==> config.mk <==
export PLATFORM = sky130hd
export DESIGN_NAME = mult4u_share_ctrl
export DESIGN_NICKNAME = d
export VERILOG_FILES = /design/src/rtl/mult4u_share_ctrl.sv
export SDC_FILE = /design/constraint.sdc
export NUM_CORES = 1
export LEC_CHECK = 0
export ABC_CLOCK_PERIOD_IN_PS = 3500
export CORE_MARGIN = 2
export CORE_UTILIZATION = 35
export DETAILED_ROUTE_END_ITERATION = 6
export PLACE_DENSITY = 0.8
export SYNTH_ARGS = -nofsm -noshare
export SYNTH_HDL_FRONTEND = slang
export SYNTH_SLANG_ARGS = --single-unit
==> constraint.sdc <==
create_clock -name clk -period 3.5 [get_ports clk]
set_input_delay 0.525 -clock clk [delete_from_list [all_inputs] [get_ports clk]]
set_output_delay 0.525 -clock clk [all_outputs]
set_load 0.02 [all_outputs]
==> src/rtl/mult4u_share_ctrl.sv <==
// Two-requester front end for one shared combinational 4x4 unsigned multiplier.
// Define MULT4U_DMR_EN to add a swapped-operand recompute check (CHECK state).
module mult4u_share_ctrl #(
    parameter int PRIO_FIXED = 0
) (
    input  logic       clk,
    input  logic       rst_n,
    input  logic       req0_valid,
    input  logic [3:0] req0_a,
    input  logic [3:0] req0_b,
    output logic       req0_ready,
    input  logic       req1_valid,
    input  logic [3:0] req1_a,
    input  logic [3:0] req1_b,
    output logic       req1_ready,
    output logic [3:0] mult_a,
    output logic [3:0] mult_b,
    input  logic [7:0] mult_p,
    output logic       rsp_valid,
    input  logic       rsp_ready,
    output logic       rsp_id,
    output logic [7:0] rsp_p,
    output logic       rsp_err,
    output logic [7:0] fault_cnt
);

    typedef enum logic [1:0] {IDLE, CALC, CHECK, RESP} state_t;

    state_t     state, state_nxt;
    logic [3:0] a_q, b_q;
    logic       id_q;
    logic [7:0] p_q;
    logic       rr_q;
    logic       gnt_id;
    logic       hs;

    // rr_q names the requester favoured on a tie; 0 after reset.
    always_comb begin
        gnt_id = 1'b0;
        if (req0_valid && req1_valid)
            gnt_id = (PRIO_FIXED != 0) ? 1'b0 : rr_q;
        else if (req1_valid)
            gnt_id = 1'b1;
    end

    always_comb begin
        state_nxt  = state;
        req0_ready = 1'b0;
        req1_ready = 1'b0;
        mult_a     = 4'd0;
        mult_b     = 4'd0;
        case (state)
            IDLE: begin
                if (rst_n && (req0_valid || req1_valid)) begin
                    req0_ready = ~gnt_id;
                    req1_ready = gnt_id;
                    state_nxt  = CALC;
                end
            end
            CALC: begin
                if (rst_n) begin
                    mult_a = a_q;
                    mult_b = b_q;
                end
`ifdef MULT4U_DMR_EN
                state_nxt = CHECK;
`else
                state_nxt = RESP;
`endif
            end
            CHECK: begin
`ifdef MULT4U_DMR_EN
                if (rst_n) begin
                    mult_a = b_q;
                    mult_b = a_q;
                end
                state_nxt = RESP;
`else
                state_nxt = IDLE;
`endif
            end
            RESP: begin
                if (rsp_ready)
                    state_nxt = IDLE;
            end
            default: state_nxt = IDLE;
        endcase
    end

    assign hs = req0_ready | req1_ready;

    always_ff @(posedge clk) begin
        if (!rst_n) begin
            state <= IDLE;
            a_q   <= 4'd0;
            b_q   <= 4'd0;
            id_q  <= 1'b0;
            p_q   <= 8'd0;
            rr_q  <= 1'b0;
        end else begin
            state <= state_nxt;
            if (hs) begin
                a_q  <= gnt_id ? req1_a : req0_a;
                b_q  <= gnt_id ? req1_b : req0_b;
                id_q <= gnt_id;
                rr_q <= ~gnt_id;
            end
            if (state == CALC)
                p_q <= mult_p;
        end
    end

`ifdef MULT4U_DMR_EN
    logic       err_q;
    logic [7:0] fcnt_q;
    logic       mism;

    assign mism = (mult_p != p_q);

    always_ff @(posedge clk) begin
        if (!rst_n) begin
            err_q  <= 1'b0;
            fcnt_q <= 8'd0;
        end else if (state == CHECK) begin
            err_q <= mism;
            if (mism && fcnt_q != 8'hFF)
                fcnt_q <= fcnt_q + 8'd1;
        end
    end

    assign rsp_err   = err_q;
    assign fault_cnt = fcnt_q;
`else
    assign rsp_err   = 1'b0;
    assign fault_cnt = 8'd0;
`endif

    assign rsp_valid = (state == RESP);
    assign rsp_id    = id_q;
    assign rsp_p     = p_q;

endmodule
==> impl_metrics.yaml <==
run_status:
  status: "complete, no violations"
placement:
  numPortBuffers: 48
  gp_congestion: 0.767
  dp.cells: 197
  hpwl_um: 2150
drt:
  ant_nets: 0
  post-route-drc-count: 0
  firstDrtPassIters: 4
  via_per_inst: 5.08
  vias: 1021
  routed_wl_um: 2720
  wl_per_cell_um: 13.5
  drt_iter0_markers: 52
cts:
  clk_pin_slew_worst_paths_ns: 0.11
  cts.sinks: 20
  postCtsHoldBufs: 0
  clk_latency_ns: 0.30
  max-clock-path-buffers: 2
  cts-root-buf: "clkbuf_4"
  cts_tree: "done"
  htreeDepth: 1
  cts_resized: 0
  cts_setup_buffers: 0
  cts_buffers: 3
global_routing:
  grt_max_degree: 19
  grt_pass1_wl_um: 4210
  antenna_found_initial: 0
  grt_pass1_vias: 960
  gr-total-overflow: 0
  grt_util_all_layers_pct: 15.4
timing:
  min_period_ns: 3.05
  finalHoldViolCount: 0
  tns_ns: 0
  fmax_mhz: 328
  fin_skew_ns: 0.00344
  final_max_slew_viol_count: 0
  setup_viol: 0
  rsz0062_at_grt: "no"
  period_share_pct: 87.2
setup_path:
  start_kind: "input port"
  crit_fanout: 11
  end_kind: "output port"
  crit_start: "req1_valid"
  crit_arrival_ns: 2.53
  critPathKind: "input port to output port"
  crit_required_ns: 2.97
  reg2reg_from: "state[1]"
synth:
  ys_dominant_reg_cell: "dfxtp_1"
  synth_xor_area_share_pct: 0
  synth_fa_ha_area_share_pct: 0
  syn_area_um2: 1090
  synth_edf_count: 0
  ys_types: 29
  yosys.area_share.simple_pct: 21.8
  yosysTopAreaCell: "dfxtp_1"
  async_flop_share_pct: 0
  synth.most_common_cell: "dfxtp_1"
  yosys_warnings: 0
  synth.avg_cell_area_um2: 8.88
  yosysTopAreaCellShare_pct: 36.7
  synth.area.mux_share_pct: 0
  synthCells: 123
  synth_compound_area_share_pct: 27.1
  ys_seq_area_share_pct: 36.7
  synth_top_family_by_area: "compound AO/OA/AOI/OAI gates"
  ys_top_cells_by_area: "dfxtp_1 37%, a311oi_2 11%, buf_4 6.2%"
  synth.ff_latch_count: 20
  yosys-top-cells-count: "20 x dfxtp_1, 16 x nand2_1, 9 x a21oi_1, 9 x buf_4"
min_path:
  hold_path_startpoint: "rsp_p[5]"
  min-delay-path-class: "register to register"
floorplanning:
  die_x_um: 59.9
  io-pin-count: 58
  die_y_um: 59.9
  die_area_um2: 3580
  rows: 20
  core_um2: 3000
  start_util_pct: 36.4
pwr:
  power_density_nw_per_um2: 396
  p_leak_nw: 0.618
  ir_drop_uv: 194
finish:
  nNetsFinal: 198
  syn2layout_area_growth_pct: 45.9
  fin_cells: 201
  final_util_pct: 53.1
  drive_above_1_share_pct: 13.1
  register_area_um2: 400
  fill_cells: 288
  diodes: 0
  multi_input_area_um2: 568
run:
  maxCapViolCount: 0
==> routing by layer <==
| layer | wire length [um] | track usage, % | share of wire [%] |
|---|---|---|---|
| met5 | 0 | 0 | 0 |
| met4 | 19 | 5.71 | 0.70 |
| met3 | 287 | 3.90 | 11 |
| met2 | 1250 | 24.8 | 46 |
| met1 | 1160 | 19.6 | 43 |
==> sequential cells by signal, indices dropped and copies added, names as in the netlist <==
signal,cells
a_q,4
b_q,4
rr_q,1
rsp_id,1
rsp_p,8
state,2
==> power by group <==
group          total (mW)  switching [mW]  internal (mW)
clock network       0.188          0.0721          0.116
logic               0.182          0.0936         0.0881
registers           0.261          0.0124          0.249
==> path summary, 6_finish.rpt <==
check,endpoint,slack (ns),cells past startpoint
worst max-delay path,req0_ready,0.45,5
worst min-delay path,rsp_p[5],0.47,2
worst max register to register,a_q[1],2.24,4
worst min register to register,rsp_p[5],0.47,2
==> kinds of logic (layout without fill, tap and decap cells) <==
logic type / count (synthesis) / after routing
and+or+nand+nor: 40 / 40
AOI/OAI and AO/OA: 38 / 38
DFF: 20 / 20
buffers and inverters: 24 / 61
other: 1 / 9
==> metrics by stage <==
| stage | instance area, um^2 | worst slack, ns | hold slack, ns | power (mW) |
|---|---|---|---|---|
| global route | 1590 | 0.349 | 0.482 | 0.661 |
| detailed placement | 1540 | 0.449 | 0.449 | 0.447 |
| floorplan | 1120 | 1.61 | 0.489 | 0.382 |
| CTS | 1590 | 0.441 | 0.466 | 0.634 |
| global placement | 1540 | 0.474 | 0.444 | 0.442 |
| finish | 1590 | 0.447 | 0.465 | 0.630 |
==> layout by cell type (no fill, tap or decap), drive strengths merged <==
| cell | Yosys | layout |
|---|---|---|
| a211oi | 1 | 1 |
| a21o | 1 | 1 |
| a21oi | 9 | 9 |
| a311oi | 8 | 8 |
| a31o | 1 | 1 |
| a31oi | 8 | 8 |
| and2 | 1 | 1 |
| and3 | 9 | 9 |
| buf | 17 | 4 |
| bufinv | 0 | 1 |
| clkbuf | 2 | 3 |
| clkdlybuf4s50 | 0 | 48 |
| conb | 1 | 9 |
| dfxtp | 20 | 20 |
| inv | 5 | 5 |
| nand2 | 16 | 16 |
| nand2b | 1 | 1 |
| nand3b | 8 | 8 |
| nor2b | 3 | 3 |
| o211a | 1 | 1 |
| o21a | 1 | 1 |
| o21ai | 8 | 8 |
| or2 | 1 | 1 |
| or4b | 1 | 1 |
==> layout make-up <==
cell class              instances  area share (%)
multi-input cells              87            35.6
repair buffers                 52            32.0
flip-flops and latches         20            25.1
well taps                      33            2.59
clock inverters                 1            1.88
clock buffers                   3            1.41
inverters                       5            1.33
==> critical path, stage by stage <==
cell and delay (ns):
clkdlybuf4s50_1 0.69, or2_4 0.26, and3_4 0.30, o21a_1 0.14, clkdlybuf4s50_1 0.60
No activity file was read; power rests on OpenSTA's default activity.
